`src/rtl/adder_share_pkg.sv`:
```
// Shared constants, response-state type and round-robin pointer helper
// for the adder_share_arb block.
package adder_share_pkg;

  localparam int unsigned DEFAULT_WIDTH = 32;
  localparam int unsigned DEFAULT_NREQ  = 4;

  typedef enum logic {
    RSP_EMPTY,
    RSP_FULL
  } rsp_state_t;

  // Pointer moves just past the granted requester; an out-of-range grant leaves it alone.
  function automatic int unsigned next_rr(input int unsigned ptr,
                                          input int unsigned grant,
                                          input int unsigned nreq);
    if (grant >= nreq) return ptr;
    return (grant + 1 >= nreq) ? 0 : grant + 1;
  endfunction

endpackage

```
`src/rtl/adder.sv`:
```
// Plain combinational WIDTH-bit adder; carry out is discarded.
module adder #(
  parameter int unsigned WIDTH = 32
) (
  input  logic [WIDTH-1:0] a,
  input  logic [WIDTH-1:0] b,
  output logic [WIDTH-1:0] y
);

  assign y = a + b;

endmodule

```
`src/rtl/rr_arbiter.sv`:
```
// Combinational round-robin arbiter: first asserted request at or above ptr,
// wrapping NREQ-1 -> 0, producing one-hot and encoded grants.
module rr_arbiter #(
  parameter  int unsigned NREQ = 4,
  localparam int unsigned IDW  = $clog2(NREQ)
) (
  input  logic [NREQ-1:0] req,
  input  logic [IDW-1:0]  ptr,
  input  logic            en,
  output logic [NREQ-1:0] grant,
  output logic [IDW-1:0]  grant_idx,
  output logic            any_grant
);

  always_comb begin
    int unsigned j;
    grant     = '0;
    grant_idx = '0;
    any_grant = 1'b0;
    j         = 0;
    if (en) begin
      for (int unsigned k = 0; k < NREQ; k++) begin
        j = 32'(ptr) + k;
        if (j >= NREQ) j = j - NREQ;
        if (!any_grant && req[j]) begin
          any_grant = 1'b1;
          grant[j]  = 1'b1;
          grant_idx = IDW'(j);
        end
      end
    end
  end

endmodule

```
`src/rtl/adder_share_arb.sv`:
```
// Shares one adder among NREQ valid/ready requesters with round-robin grant
// and a single registered, id-tagged response. Optional: ADDER_SHARE_ARB_OVF_EN.
module adder_share_arb
  import adder_share_pkg::*;
#(
  parameter  int unsigned WIDTH = DEFAULT_WIDTH,
  parameter  int unsigned NREQ  = DEFAULT_NREQ,
  localparam int unsigned IDW   = $clog2(NREQ)
) (
  input  logic                  clk,
  input  logic                  reset,
  input  logic [NREQ-1:0]       req_valid,
  output logic [NREQ-1:0]       req_ready,
  input  logic [NREQ*WIDTH-1:0] req_a,
  input  logic [NREQ*WIDTH-1:0] req_b,
  output logic                  rsp_valid,
  input  logic                  rsp_ready,
  output logic [IDW-1:0]        rsp_id,
  output logic [WIDTH-1:0]      rsp_y
`ifdef ADDER_SHARE_ARB_OVF_EN
  ,
  output logic                  rsp_ovf
`endif
);

  rsp_state_t        state;
  logic [IDW-1:0]    rr_ptr;
  logic              can_accept;
  logic              any_grant;
  logic [NREQ-1:0]   grant;
  logic [IDW-1:0]    grant_idx;
  logic [WIDTH-1:0]  a_sel;
  logic [WIDTH-1:0]  b_sel;
  logic [WIDTH-1:0]  sum;

  assign rsp_valid  = (state == RSP_FULL);
  assign can_accept = !rsp_valid || rsp_ready;
  assign req_ready  = grant;

  rr_arbiter #(.NREQ(NREQ)) u_arb (
    .req       (req_valid),
    .ptr       (rr_ptr),
    .en        (can_accept && !reset),
    .grant     (grant),
    .grant_idx (grant_idx),
    .any_grant (any_grant)
  );

  // One-hot grant makes an OR-mux sufficient for operand selection.
  always_comb begin
    a_sel = '0;
    b_sel = '0;
    for (int unsigned i = 0; i < NREQ; i++) begin
      if (grant[i]) begin
        a_sel = a_sel | req_a[i*WIDTH +: WIDTH];
        b_sel = b_sel | req_b[i*WIDTH +: WIDTH];
      end
    end
  end

  adder #(.WIDTH(WIDTH)) u_adder (
    .a (a_sel),
    .b (b_sel),
    .y (sum)
  );

  always_ff @(posedge clk) begin
    if (reset) begin
      state  <= RSP_EMPTY;
      rsp_id <= '0;
      rsp_y  <= '0;
      rr_ptr <= '0;
`ifdef ADDER_SHARE_ARB_OVF_EN
      rsp_ovf <= 1'b0;
`endif
    end else if (any_grant) begin
      state  <= RSP_FULL;
      rsp_id <= grant_idx;
      rsp_y  <= sum;
      rr_ptr <= IDW'(next_rr(32'(rr_ptr), 32'(grant_idx), NREQ));
`ifdef ADDER_SHARE_ARB_OVF_EN
      rsp_ovf <= (a_sel[WIDTH-1] == b_sel[WIDTH-1]) && (sum[WIDTH-1] != a_sel[WIDTH-1]);
`endif
    end else if (rsp_ready) begin
      state <= RSP_EMPTY;
    end
  end

endmodule

```
`config.mk`:
```
export PLATFORM = sky130hd
export DESIGN_NAME = adder_share_arb
export DESIGN_NICKNAME = d
export VERILOG_FILES = /design/src/rtl/adder_share_pkg.sv /design/src/rtl/adder.sv /design/src/rtl/rr_arbiter.sv /design/src/rtl/adder_share_arb.sv
export SDC_FILE = /design/constraint.sdc
export NUM_CORES = 1
export LEC_CHECK = 0
export ABC_AREA = 0
export BUFFER_PORTS_ARGS = -buffer_cell sky130_fd_sc_hd__buf_2
export CELL_PAD_IN_SITES_DETAIL_PLACEMENT = 1
export CELL_PAD_IN_SITES_GLOBAL_PLACEMENT = 1
export CORE_UTILIZATION = 32
export CTS_CLUSTER_DIAMETER = 60
export DETAILED_ROUTE_END_ITERATION = 16
export PLACE_DENSITY_LB_ADDON = 0.2
export SLEW_MARGIN = 10
export SYNTH_ARGS = -nofsm -noshare
export SYNTH_HDL_FRONTEND = slang
export SYNTH_SLANG_ARGS = --single-unit
```
`constraint.sdc`:
```
create_clock -name clk -period 8.7 [get_ports clk]
set_input_delay 0.435 -clock clk [delete_from_list [all_inputs] [get_ports clk]]
set_output_delay 0.435 -clock clk [all_outputs]
set_load 0.1 [all_outputs]
```
# After elaboration in Yosys (flattened, before gate mapping)
# Index checks and enable logic that the tools add are counted.
op_classes:
  reduce_logical: 15
  n_lt_le_gt_ge: 13
  add_sub_neg: 9
  bitwise: 9
  mux: 56
op_table:
  columns: ["op", "count"]
  rows:
  - ["2-to-1 mux 32 bit", 16]
  - ["bitwise OR 32 bit", 6]
  - [">= comparator 32 x 1 -> 1 bit (second input constant)", 4]
  - ["< comparator 32 x 3 -> 1 bit (second input constant)", 4]
  - [">= comparator 32 x 3 -> 1 bit (second input constant)", 3]
  - ["subtractor 32 x 3 -> 32 bit (second input constant)", 3]
  - ["adder 32 bit", 1]
  - ["2-to-1 mux 4 bit", 8]
  - ["2-to-1 mux 1 bit", 18]
  - ["2-to-1 mux 2 bit", 6]
  - ["bitwise OR 4 bit", 3]
  - ["binary-select mux 1 bit (select 2 bit)", 4]
  - ["demux 1 bit (select 2 bit)", 4]
  - ["logical AND 1 bit", 8]
  - ["adder 2 x 1 -> 3 bit (second input constant)", 2]
  - ["adder 2 x 2 -> 3 bit (second input constant)", 2]
  - ["logical NOT 1 bit", 5]
  - ["subtractor 2 x 3 -> 4 bit (second input constant)", 1]
  - [">= comparator 2 x 3 -> 1 bit (second input constant)", 1]
  - [">= comparator 3 bit (second input constant)", 1]
  - ["nonzero test 2 bit", 1]
  - ["logical OR 1 bit", 1]
word_totals:
  out_inout_bits: 39
  register_bits: 37

# Longest topological paths before layout
# Gate-level depths: netlist (run 1).
logic_depth:
  depth_word: 28
  depth_mapped: 23
  ltp_nobuf: 20

# By module
# Synthesis (run 1) repeated with hierarchy kept, for this count alone.
hier_totals:
  cells_unflattened: 632
  hier_area_um2: 4883.4
by_module_without_submodules:
  columns: ["module", "instances", "seq_area_each_um2", "area_per_inst_um2", "cells_per_inst"]
  rows:
  - ["adder_share_arb", 1, 740.7, 2700.1, 342]
  - ["adder", 1, 0.0, 1744.2, 241]
  - ["rr_arbiter", 1, 0.0, 439.2, 49]

# Worst setup path before layout (run 1)
# Ideal clock, no wire load.
synth_timing:
  path_kind: "register to register"
  start: "register rr_ptr[0]"
  end: "register rsp_y[30]"
  setup_slack_ps: 3696
  setup_time_ps: 64
  path_stages_with_launch: 22
  synth_period_minus_slack_ps: 5004
  arrival_time_ps: 4939
  cell_sequence: "dfxtp_1 -> buf_6 -> inv_1 -> ha_1 -> mux4_2 -> or3b_1 -> a22oi_2 -> a21oi_1 -> nor2_4 -> buf_2 -> a22oi_1 -> nand2_1 -> ha_1 -> buf_2 -> and4_1 -> nand3_1 -> nor3_1 -> nand2_1 -> o311ai_1 -> a31oi_1 -> or4b_1 -> nand3_1"
synth_via:
  elab_cells_between_ends: 87
  classes_between: "add/sub (8); order compare (12); mux (48); bitwise (9); reduce/logical (10)"
synth_rtl:
  columns: ["element", "line_no", "rtl"]
  rows:
  - ["start: declaration", "adder_share_arb.sv:27", "logic [IDW-1:0] rr_ptr;"]
  - ["start signal: assignment", "adder_share_arb.sv:80", "rr_ptr <= IDW'(next_rr(32'(rr_ptr), 32'(grant_idx), NREQ));"]
  - ["branches (longest 17 deep; another with subtractor 32 x 3 -> 32 bit)", null, null]
  - ["2-to-1 mux 4 bit (*)", "rr_arbiter.sv:25", "if (!any_grant && req[j]) begin"]
  - ["2-to-1 mux 4 bit (*)", "rr_arbiter.sv:21", "if (en) begin"]
  - ["net req_ready[2]", "adder_share_arb.sv:13", "output logic [NREQ-1:0] req_ready,"]
  - ["2-to-1 mux 32 bit", "adder_share_arb.sv:54", "if (grant[i]) begin"]
  - ["bitwise OR 32 bit, on equally long branches", "adder_share_arb.sv:55, adder_share_arb.sv:56", null]
  - ["2-to-1 mux 32 bit", "adder_share_arb.sv:54", null]
  - ["adder 32 bit (*)", "adder.sv:10", "assign y = a + b;"]
  - ["end signal: assignment", "adder_share_arb.sv:79", "rsp_y <= sum;"]
  - ["end: declaration", "adder_share_arb.sv:19", "output logic [WIDTH-1:0] rsp_y"]
# Mark *: on every way through the listed nets, which the timed path passes. The select of a mux whose other input is x is not followed.
# A chain may end at the register's enable or synchronous reset.

# Worst setup path in the final report (run 1)
layout_timing:
  start: "register rr_ptr[0]"
  end: "register rsp_y[25]"
layout_via:
  elab_chain_cells: 27
  elab_cells_between_ends: 87
  classes_between: "add/sub (8); order compare (12); mux (48); bitwise (9); reduce/logical (10)"
layout_rtl:
  columns: ["element"]
  rows:
  - ["branches (longest 27 deep; another with subtractor 32 x 3 -> 32 bit)"]
# Parallel ways; which one is timed is not known. The select of a mux whose other input is x is not followed.

==> results of run 1 <==
## path summary, 6_finish.rpt
kind / startpoint / endpoint / slack, ns
max reg2reg: rr_ptr[0]$_SDFFE_PP0P_ / rsp_y[25]$_SDFFE_PP0P_ / 2.47
min reg2reg: rsp_id[1]$_SDFFE_PP0P_ / rsp_id[1]$_SDFFE_PP0P_ / 0.45
min: reset / rr_ptr[1]$_SDFFE_PP0P_ / 0.44
max: rr_ptr[0]$_SDFFE_PP0P_ / rsp_y[25]$_SDFFE_PP0P_ / 2.47
## kinds of logic after synthesis
family                   count (synthesis)  share of synthesized area, %
AND/OR/NAND/NOR                        215                          22.1
flip-flops                              37                          15.6
buffers and inverters                   63                          6.78
AO/OA/AOI/OAI                          265                          38.9
adder cells (fa/ha/maj)                 36                          9.62
multiplexers                             7                          2.26
XOR/XNOR                                26                          4.78
## state kept, by name, indices dropped and copies added (netlist names)
name	flops
rsp_y	32
rr_ptr	2
rsp_id	2
rsp_valid	1
## power groups by stage
stage          logic (uW)  clock network (uW)  registers, uW
2_1_floorplan        1240                   0            681
3_3_place_gp         2140                   0            281
3_5_place_dp         2150                   0            283
4_1_cts              2160                 178            280
5_1_grt              2360                 184            287
6_report             2170                 172            279
## final cells by class
cell class              instances  area [um^2]  area share [%]
well taps                     184          230            3.57
clock buffers                   6          129            2.00
inverters                      18         67.6            1.05
flip-flops and latches         37          741            11.5
clock inverters                 2         10.0           0.155
multi-input cells             549         3710            57.5
repair buffers                308         1560            24.2
## synthesized netlist by cell type, types with 3 or more instances
| cell | n | area share [%] |
|---|---|---|
| nand3_1 | 38 | 4.0 |
| and2_1 | 3 | 0.39 |
| a211oi_1 | 5 | 0.79 |
| and3_1 | 8 | 1.1 |
| mux4_2 | 3 | 1.4 |
| a21o_1 | 11 | 1.7 |
| o31ai_1 | 4 | 0.63 |
| ha_1 | 35 | 9.2 |
| a32oi_1 | 4 | 0.74 |
| xor2_1 | 12 | 2.2 |
| buf_6 | 8 | 1.9 |
| a21oi_1 | 39 | 4.1 |
| nand2_1 | 92 | 7.3 |
| xnor2_1 | 14 | 2.6 |
| inv_1 | 15 | 1.2 |
| nor3_1 | 8 | 0.84 |
| o211ai_1 | 7 | 1.1 |
| nand3b_1 | 3 | 0.47 |
| nand2b_1 | 7 | 0.92 |
| nor3b_1 | 5 | 0.79 |
| a31o_2 | 4 | 0.74 |
| dfxtp_1 | 37 | 16 |
| mux2i_1 | 4 | 0.84 |
| a22oi_1 | 125 | 20 |
| buf_2 | 20 | 2.1 |
| nor2b_1 | 4 | 0.53 |
| nor2_1 | 23 | 1.8 |
| inv_2 | 3 | 0.24 |
| or2_2 | 3 | 0.39 |
| or3b_1 | 4 | 0.74 |
| clkbuf_1 | 14 | 1.1 |
| o21ai_0 | 33 | 3.5 |
| a31oi_1 | 8 | 1.1 |
| nand4_1 | 6 | 0.79 |
## stage by stage
step	hold WS, ns	utilization, %	instances	setup WS [ns]
floorplan	0.504	-	649	3.70
global placement	0.443	43.4	1096	2.69
detailed placement	0.453	43.4	1096	2.50
CTS	0.438	44.3	1104	2.48
global route	0.446	44.3	1104	1.85
finish	0.443	44.3	1104	2.47
## metal layers
| metal | part of all wire, % | global-route usage [%] | vias to the layer above |
|---|---|---|---|
| met5 | 0.046 | 0 | - |
| met4 | 2.0 | 7.81 | 2 |
| met3 | 5.8 | 4.08 | 30 |
| met2 | 47 | 47.2 | 209 |
| met1 | 45 | 37.6 | 2984 |
| li1 | - | - | 3039 |
==> flow_metrics.tcl, run 1 <==
set metrics [dict create \
    status "completed" \
    finalWeightedCongestion 0.908 \
    yosysWarnings 0 \
    critical_path.top_delay_family "compound AO/OA/AOI/OAI gates" \
    layout_commonest_cell "buf_2" \
    grt_start_max_net_pins 57 \
    routed_wl_um 21900 \
    dr.pass1.iters 6 \
    syn_inst 649 \
    start_kind "register" \
    p_comb_share_pct 82.8 \
    antenna_found_initial 1 \
    required_ns 8.86 \
    power_density_nw_per_um2 407 \
    max_stage_delay_ns 0.72 \
    min_period_ns 6.23 \
    rsz0062_at_grt "no" \
    drive_gt1_share_pct 36.7 \
    stdcell_area_um2 6440 \
    cts_buffer_depth 2 \
    cts_setup_buffers 0 \
    skew_ns 0.00431 \
    dieWidth_um 124 \
    syn_avg_cell_area_um2 7.34 \
    maxSlewViolCount 0 \
    grt_overflow 0 \
    hp-class "input pin to register" \
    arrival_ns 6.39 \
    vdd_drop_max_uv 136 \
    power.share.clock_pct 6.6 \
    yosysSeqAreaShare_pct 15.6 \
    dieHeight_um 124 \
    synth_top_flop_cell "dfxtp_1" \
    grt_pass1_vias 6179 \
    die_area_um2 15400 \
    clkSinkCount 37 \
    tns_ns 0 \
    syn2layout_area_growth_pct 35.4 \
    fillers 1974 \
    clkTransAtPathRegs_ns 0.06 \
    cap_violations 0 \
    hold_depth 2 \
    crit_buf_inv 2 \
    synth_area_um2 4760 \
    crit_cells 19 \
    intPower_uw 1020 \
    coreArea_um2 14500 \
    setup_viol 0 \
    ff2ff_path_depth 19 \
    dp.final_hpwl_um 18300 \
    diodes 0 \
    seqPwrFrac_pct 10.7 \
    swShare_pct 61.2 \
    max_slew_margin_pct 30.9 \
    num_io_pins 302 \
    cts_max_level 2 \
    synth_edf_count 0 \
    nets 1218 \
    port_buffers 301 \
    routed_via_density 5.67 \
    post_cts_resized 0 \
    worstPathCellList "inv_1 > ha_1 > mux4_2 > or3b_1 > a21oi_1 > a21oi_1 > nor2_4 > buf_4 > a22oi_1 > nand2_1 > ha_1 > o211ai_1 > o211ai_1 > a31oi_1 > o211ai_1 > a31o_2 > a21oi_1 > mux2i_1 > nand3_1" \
    final_cell_mix "301 x buf_2, 125 x a22oi_1, 92 x nand2_1, 39 x a21oi_1, 38 x nand3_1" \
    synth_cell_types 63 \
    finalCritPeriodShare_pct 71.6 \
    ys_ff_latch 37 \
    clk-insertion-delay-late_ns 0.28 \
    cts_tree "built" \
    p_sw_uw 1600 \
    dpl_cell_area_um2 6310 \
    fmax_mhz 161 \
    row_count 44 \
    cts_made_buffers 5 \
    crit_type "register to register" \
    hold_viol 0 \
    syn-num-nets 948 \
    initialDrtViolationCount 349 \
    initial_core_util_pct 32.8 \
    ant_nets 0 \
    cts_hold_buffers 0 \
    p_leak_uw 0.00325 \
    cp_slowest_cell "nor2_4" \
    p_total_uw 2620 \
    synth-async-reset-ratio_pct 0 \
    vias 6264 \
    grt_pass1_wl_um 33100 \
    grt_usage_pct 28.2 \
    drc_errors 0 \
    cp-end-kind "register" \
    wl_per_cell_um 19.8 \
    cts-root-buf "clkbuf_16" \
    tightest_slew_ns 1.03 \
    critPathMaxFanout 36 \
]
(Power assumes the default switching activity.)
==> run 2, diff against run 1 <==
Settings changed: CORE_UTILIZATION 32 to 26.
Clock period 8.7 ns to 5.2 ns, I/O delays scaled along.
==> run 2 against run 1 <==
Compared with the run above:
- largest power group unchanged
- non-clock buffer count increased by 20
- combinational power grew 77%
- sequential cell count unchanged
- sequential share of layout area down 0.59 points
- critical endpoint is now rsp_y[30]$_SDFFE_PP0P_
- fmax grew 26%
- critical path type unchanged
- worst setup slack got worse by 2.2 ns
==> flow_metrics.tcl, run 2 (synthesis results as in run 1) <==
set metrics [dict create \
    initial_core_util_pct 26.5 \
    grt_overflow 0 \
    final_cell_mix "301 x buf_2, 124 x a22oi_1, 92 x nand2_1, 38 x nand3_1, 38 x a21oi_1" \
    top_register "rsp_y" \
    finalWeightedCongestion 0.895 \
    power_density_nw_per_um2 681 \
    drive_gt1_share_pct 39.3 \
    cap_violations 0 \
    tightest_slew_ns 1.15 \
    tns_ns 0 \
    drc_errors 0 \
    critPathMaxFanout 40 \
    syn2layout_area_growth_pct 42.7 \
    fmax_mhz 203 \
    dieHeight_um 137 \
    ant_nets 0 \
    max_slew_margin_pct 23.0 \
    largest_reg_flops 32 \
    clkTransAtPathRegs_ns 0.06 \
    r2r_slack_ns 0.28 \
    dr.pass1.iters 5 \
    hold_ws_ns 0.249 \
    grt_usage_pct 23.9 \
    finalCritPeriodShare_pct 94.7 \
    status "completed" \
    dp.final_hpwl_um 19300 \
    dieWidth_um 137 \
    cts_hold_buffers 0 \
    num_io_pins 302 \
    cts_buffer_depth 2 \
    cts-root-buf "clkbuf_16" \
    grt_pass1_vias 6359 \
    biggestRegsByFlops "rsp_y x32, rr_ptr x2, rsp_id x2" \
    vdd_drop_max_uv 330 \
    crit_type "register to register" \
    wl_per_cell_um 19.7 \
    port_buffers 301 \
    fillers 2320 \
    p_leak_uw 0.00338 \
    cts_max_level 2 \
    clkSinkCount 37 \
    clk-insertion-delay-late_ns 0.29 \
    arrival_ns 5.15 \
    die_area_um2 18900 \
    layout_commonest_cell "buf_2" \
    min_period_ns 4.92 \
    setup_viol 0 \
    required_ns 5.43 \
    grt_start_max_net_pins 59 \
    cts_made_buffers 5 \
    post-place-ws_ns -0.0392 \
    coreArea_um2 18000 \
    p_total_uw 4630 \
    start_kind "register" \
    hp-class "input pin to register" \
    grt_pass1_wl_um 34700 \
    maxSlewViolCount 0 \
    vias 6283 \
    antenna_found_initial 3 \
    fin_ws_ns 0.276 \
    routed_wl_um 23100 \
    skew_ns 0.00754 \
    row_count 49 \
    hold_viol 0 \
    nets 1238 \
    cts_tree "built" \
    cp-end-kind "register" \
    initialDrtViolationCount 211 \
    routed_via_density 5.37 \
]
run 2: changes by cell type in the layout (fill, tap and decap cells not counted), moves of 2 or more:
| cell | previous run | this run |
|---|---|---|
| nor3_1 | 8 | 6 |
| diode_2 | 0 | 2 |
| nor3_2 | 0 | 2 |
| clkbuf_8 | 0 | 2 |
| ha_1 | 35 | 33 |
| buf_4 | 7 | 22 |
| buf_12 | 0 | 5 |
run 2: worst paths after layout:
| path | to | depth (start not counted) | start |
|---|---|---|---|
| setup / recovery | rsp_y[30]$_SDFFE_PP0P_ | 19 | rr_ptr[0]$_SDFFE_PP0P_ |
| hold / removal | rsp_y[1]$_SDFFE_PP0P_ | 2 | reset |
| setup reg to reg | rsp_y[30]$_SDFFE_PP0P_ | 19 | rr_ptr[0]$_SDFFE_PP0P_ |
| hold reg to reg | rsp_id[1]$_SDFFE_PP0P_ | 2 | rsp_id[1]$_SDFFE_PP0P_ |
run 2: report_power, final:
group,total [uW],internal [uW],switching [uW]
Clock,328,203,125
Combinational,3840,1290,2550
Sequential,456,397,59.3
Total,4630,1890,2730
run 2: layout make-up:
cell class                      count  area [um^2]  share of cell area (%)
Tap cell                          229          287                    4.22
Clock buffer                        7          153                    2.25
Antenna cell                        2         5.00                  0.0737
Inverter                           18         67.6                   0.994
Multi-Input combinational cell    549         3760                    55.4
Timing Repair Buffer              328         1770                    26.1
Sequential cell                    37          741                    10.9
Clock inverter                      1         5.00                  0.0737
run 2: timing repair:
action | CTS | global route
pin swaps | 0 | 3
endpoints found under the setup margin | 1 | 17
resized for setup | 1 | 12
gates cloned | 0 | 0
setup buffers | 0 | 4
run 2: routing by layer:
layer	track usage [%]	wire (um)	up-vias
met5	0	18	-
met4	5.07	294	4
met3	2.94	1190	19
met2	40.8	11000	194
met1	32.1	10600	2985
li1	-	-	3081
run 2: worst max-delay path: stages (launching register included):
cell	delay, ns
dfxtp_1	0.33
inv_1	0.10
ha_4	0.33
mux4_2	0.58
buf_4	0.18
a221o_1	0.39
a22oi_2	0.21
nor2_4	0.10
buf_12	0.21
a22oi_1	0.20
nand2_1	0.12
ha_1	0.30
and4_1	0.24
nand3_1	0.14
nor3_2	0.25
nand2_1	0.09
o311ai_2	0.32
a31oi_1	0.14
or4b_1	0.51
nand3_1	0.09
run 2: stage by stage:
step / instance area [um^2] / cells / util (%)
5_1_grt: 6790 / 1170 / 37.8
3_3_place_gp: 6550 / 1157 / 36.4
4_1_cts: 6700 / 1165 / 37.3
3_5_place_dp: 6550 / 1157 / 36.4
2_1_floorplan: 4760 / 649 / -
6_report: 6790 / 1171 / 37.8
==> run 3, diff against run 2 <==
Settings changed: CORE_UTILIZATION 26 to 29.
Clock period 5.2 ns to 5.3 ns, I/O delays scaled along.
==> run 3 against run 2 <==
Compared with the run above:
- non-clock buffer count shrank 4
- hold slack gained 0.0077 ns
- register-to-register slack lost 0.03 ns
- wire length shrank 1.4%
- first-iteration DRC count grew 48%
- sequential share of layout area is essentially flat
- clock skew shrank 0.00057 ns
- clock power grew 16%
- power shrank 1.2%
==> flow_metrics.tcl, run 3 (synthesis results as in run 1) <==
set metrics [dict create \
    status "completed" \
    finalCritPeriodShare_pct 95.4 \
    multi_input_comb_area_um2 3760 \
    grt_start_max_net_pins 53 \
    initial_core_util_pct 29.9 \
    layout_commonest_cell "buf_2" \
    min_period_ns 5.06 \
    nets 1234 \
    cap_violations 0 \
    setup_viol 0 \
    crit_type "register to register" \
    power.share.clock_pct 8.4 \
    seqPwrFrac_pct 9.7 \
    dieHeight_um 130 \
    max_slew_margin_pct 28.2 \
    seq_area_um2 741 \
    post-place-ws_ns -0.0827 \
    power_density_nw_per_um2 674 \
    critical_path.top_delay_family "compound AO/OA/AOI/OAI gates" \
    clk-insertion-delay-late_ns 0.28 \
    cts_max_level 2 \
    cts_hold_buffers 0 \
    drive_gt1_share_pct 38.8 \
    drc_errors 0 \
    routed_wl_um 22800 \
    required_ns 5.47 \
    routed_via_density 5.52 \
    top_register "rsp_y" \
    p_leak_uw 0.00338 \
    grt_overflow 0 \
    cp-end-kind "register" \
    final_cell_mix "301 x buf_2, 125 x a22oi_1, 92 x nand2_1, 38 x nand3_1, 38 x a21oi_1" \
    hp-class "input pin to register" \
    intPower_uw 1890 \
    grt_pass1_wl_um 33700 \
    max_stage_delay_ns 0.59 \
    p_sw_uw 2680 \
    grt_usage_pct 25.7 \
    cts_buffer_depth 2 \
    swShare_pct 58.7 \
    start_kind "register" \
    cts_made_buffers 5 \
    antenna_found_initial 4 \
    fmax_mhz 198 \
    p_comb_share_pct 82.0 \
    cp_slowest_cell "mux4_2" \
    critPathMaxFanout 27 \
    worstPathCellList "inv_1 > ha_4 > mux4_2 > a221o_1 > a22oi_1 > nor2_4 > buf_4 > a221o_2 > ha_1 > a211oi_2 > o211ai_1 > a31oi_2 > o211ai_1 > buf_4 > a21o_1 > a21oi_1 > xor2_1 > o21ai_0" \
    crit_buf_inv 3 \
    syn2layout_area_growth_pct 42.4 \
    tns_ns 0 \
    cts_tree "built" \
    port_buffers 301 \
    largest_reg_flops 32 \
    dr.pass1.iters 5 \
    dieWidth_um 130 \
    row_count 46 \
    finalWeightedCongestion 0.947 \
    maxSlewViolCount 0 \
    coreArea_um2 15900 \
    num_io_pins 302 \
    biggestRegsByFlops "rsp_y x32, rr_ptr x2, rsp_id x2" \
    hold_viol 0 \
    ant_nets 0 \
    tightest_slew_ns 1.07 \
    fillers 2093 \
    dp.final_hpwl_um 18900 \
    clkTransAtPathRegs_ns 0.06 \
    arrival_ns 5.23 \
    skew_ns 0.00697 \
    cts-root-buf "clkbuf_16" \
    initialDrtViolationCount 312 \
    wl_per_cell_um 19.7 \
    grt_pass1_vias 6244 \
    vias 6375 \
    fin_ws_ns 0.243 \
    clkSinkCount 37 \
    die_area_um2 16900 \
    vdd_drop_max_uv 246 \
]
run 3: changes by cell type in the layout (fill, tap and decap cells not counted), sizes merged:
cell | before | now
clkbuf | 7 | 6
bufinv | 0 | 2
buf | 328 | 323
diode | 2 | 3
run 3: cell type report:
cell class | instances | area share, %
antenna | 3 | 0.111
sequential | 37 | 10.9
inverter | 18 | 0.997
clock buffer | 5 | 1.85
tap | 216 | 3.99
clock inverter | 3 | 0.960
timing repair buffer | 324 | 25.6
multi-input combinational | 549 | 55.5
run 3: worst reg2reg max path: stages (launching register included):
cell and delay, ns:
dfxtp_1 0.34, inv_1 0.10, ha_4 0.32, mux4_2 0.59, a221o_1 0.43, a22oi_1 0.32
nor2_4 0.12, buf_4 0.25, a221o_2 0.45, ha_1 0.31, a211oi_2 0.26, o211ai_1 0.14
a31oi_2 0.26, o211ai_1 0.23, buf_4 0.21, a21o_1 0.17, a21oi_1 0.17, xor2_1 0.20
o21ai_0 0.09
run 3: layer usage:
layer  track usage (%)  part of all wire (%)  routed length, um
met5                 0                 0.057                 13
met4              5.61                   1.5                333
met3              3.16                   5.4               1220
met2              44.3                    48              11000
met1              34.1                    45              10200
run 3: power groups by stage:
| stage | Sequential [uW] | Combinational (uW) | Clock [uW] |
|---|---|---|---|
| 2_1_floorplan | 1120 | 2030 | 0 |
| 3_3_place_gp | 446 | 3610 | 0 |
| 3_5_place_dp | 449 | 3620 | 0 |
| 4_1_cts | 444 | 3650 | 390 |
| 5_1_grt | 455 | 4050 | 401 |
| 6_report | 443 | 3750 | 382 |
run 3: final timing paths:
| kind | start | end | slack, ns | cells after the start |
|---|---|---|---|---|
| setup / recovery | rr_ptr[0]$_SDFFE_PP0P_ | rsp_y[17]$_SDFFE_PP0P_ | 0.24 | 18 |
| setup reg to reg | rr_ptr[0]$_SDFFE_PP0P_ | rsp_y[17]$_SDFFE_PP0P_ | 0.24 | 18 |
| hold reg to reg | rsp_id[1]$_SDFFE_PP0P_ | rsp_id[1]$_SDFFE_PP0P_ | 0.45 | 2 |
| hold / removal | reset | rr_ptr[1]$_SDFFE_PP0P_ | 0.26 | 2 |
run 3: what timing repair did:
action	in CTS	in global routing
resized for setup	1	11
pin swaps	1	3
gates cloned	0	1
buffers inserted	1	2
endpoints found under the setup margin	4	16
run 3: through the flow:
| step | cell area (um^2) | hold WS [ns] | power (uW) | util (%) | instances |
|---|---|---|---|---|---|
| after floorplan | 4760 | 0.334 | 3150 | - | 649 |
| after global placement | 6470 | 0.445 | 4050 | 40.6 | 1140 |
| after detailed placement | 6470 | 0.454 | 4070 | 40.6 | 1140 |
| after CTS | 6670 | 0.257 | 4490 | 41.9 | 1149 |
| after global routing | 6780 | 0.278 | 4900 | 42.5 | 1155 |
| final | 6780 | 0.257 | 4570 | 42.5 | 1155 |
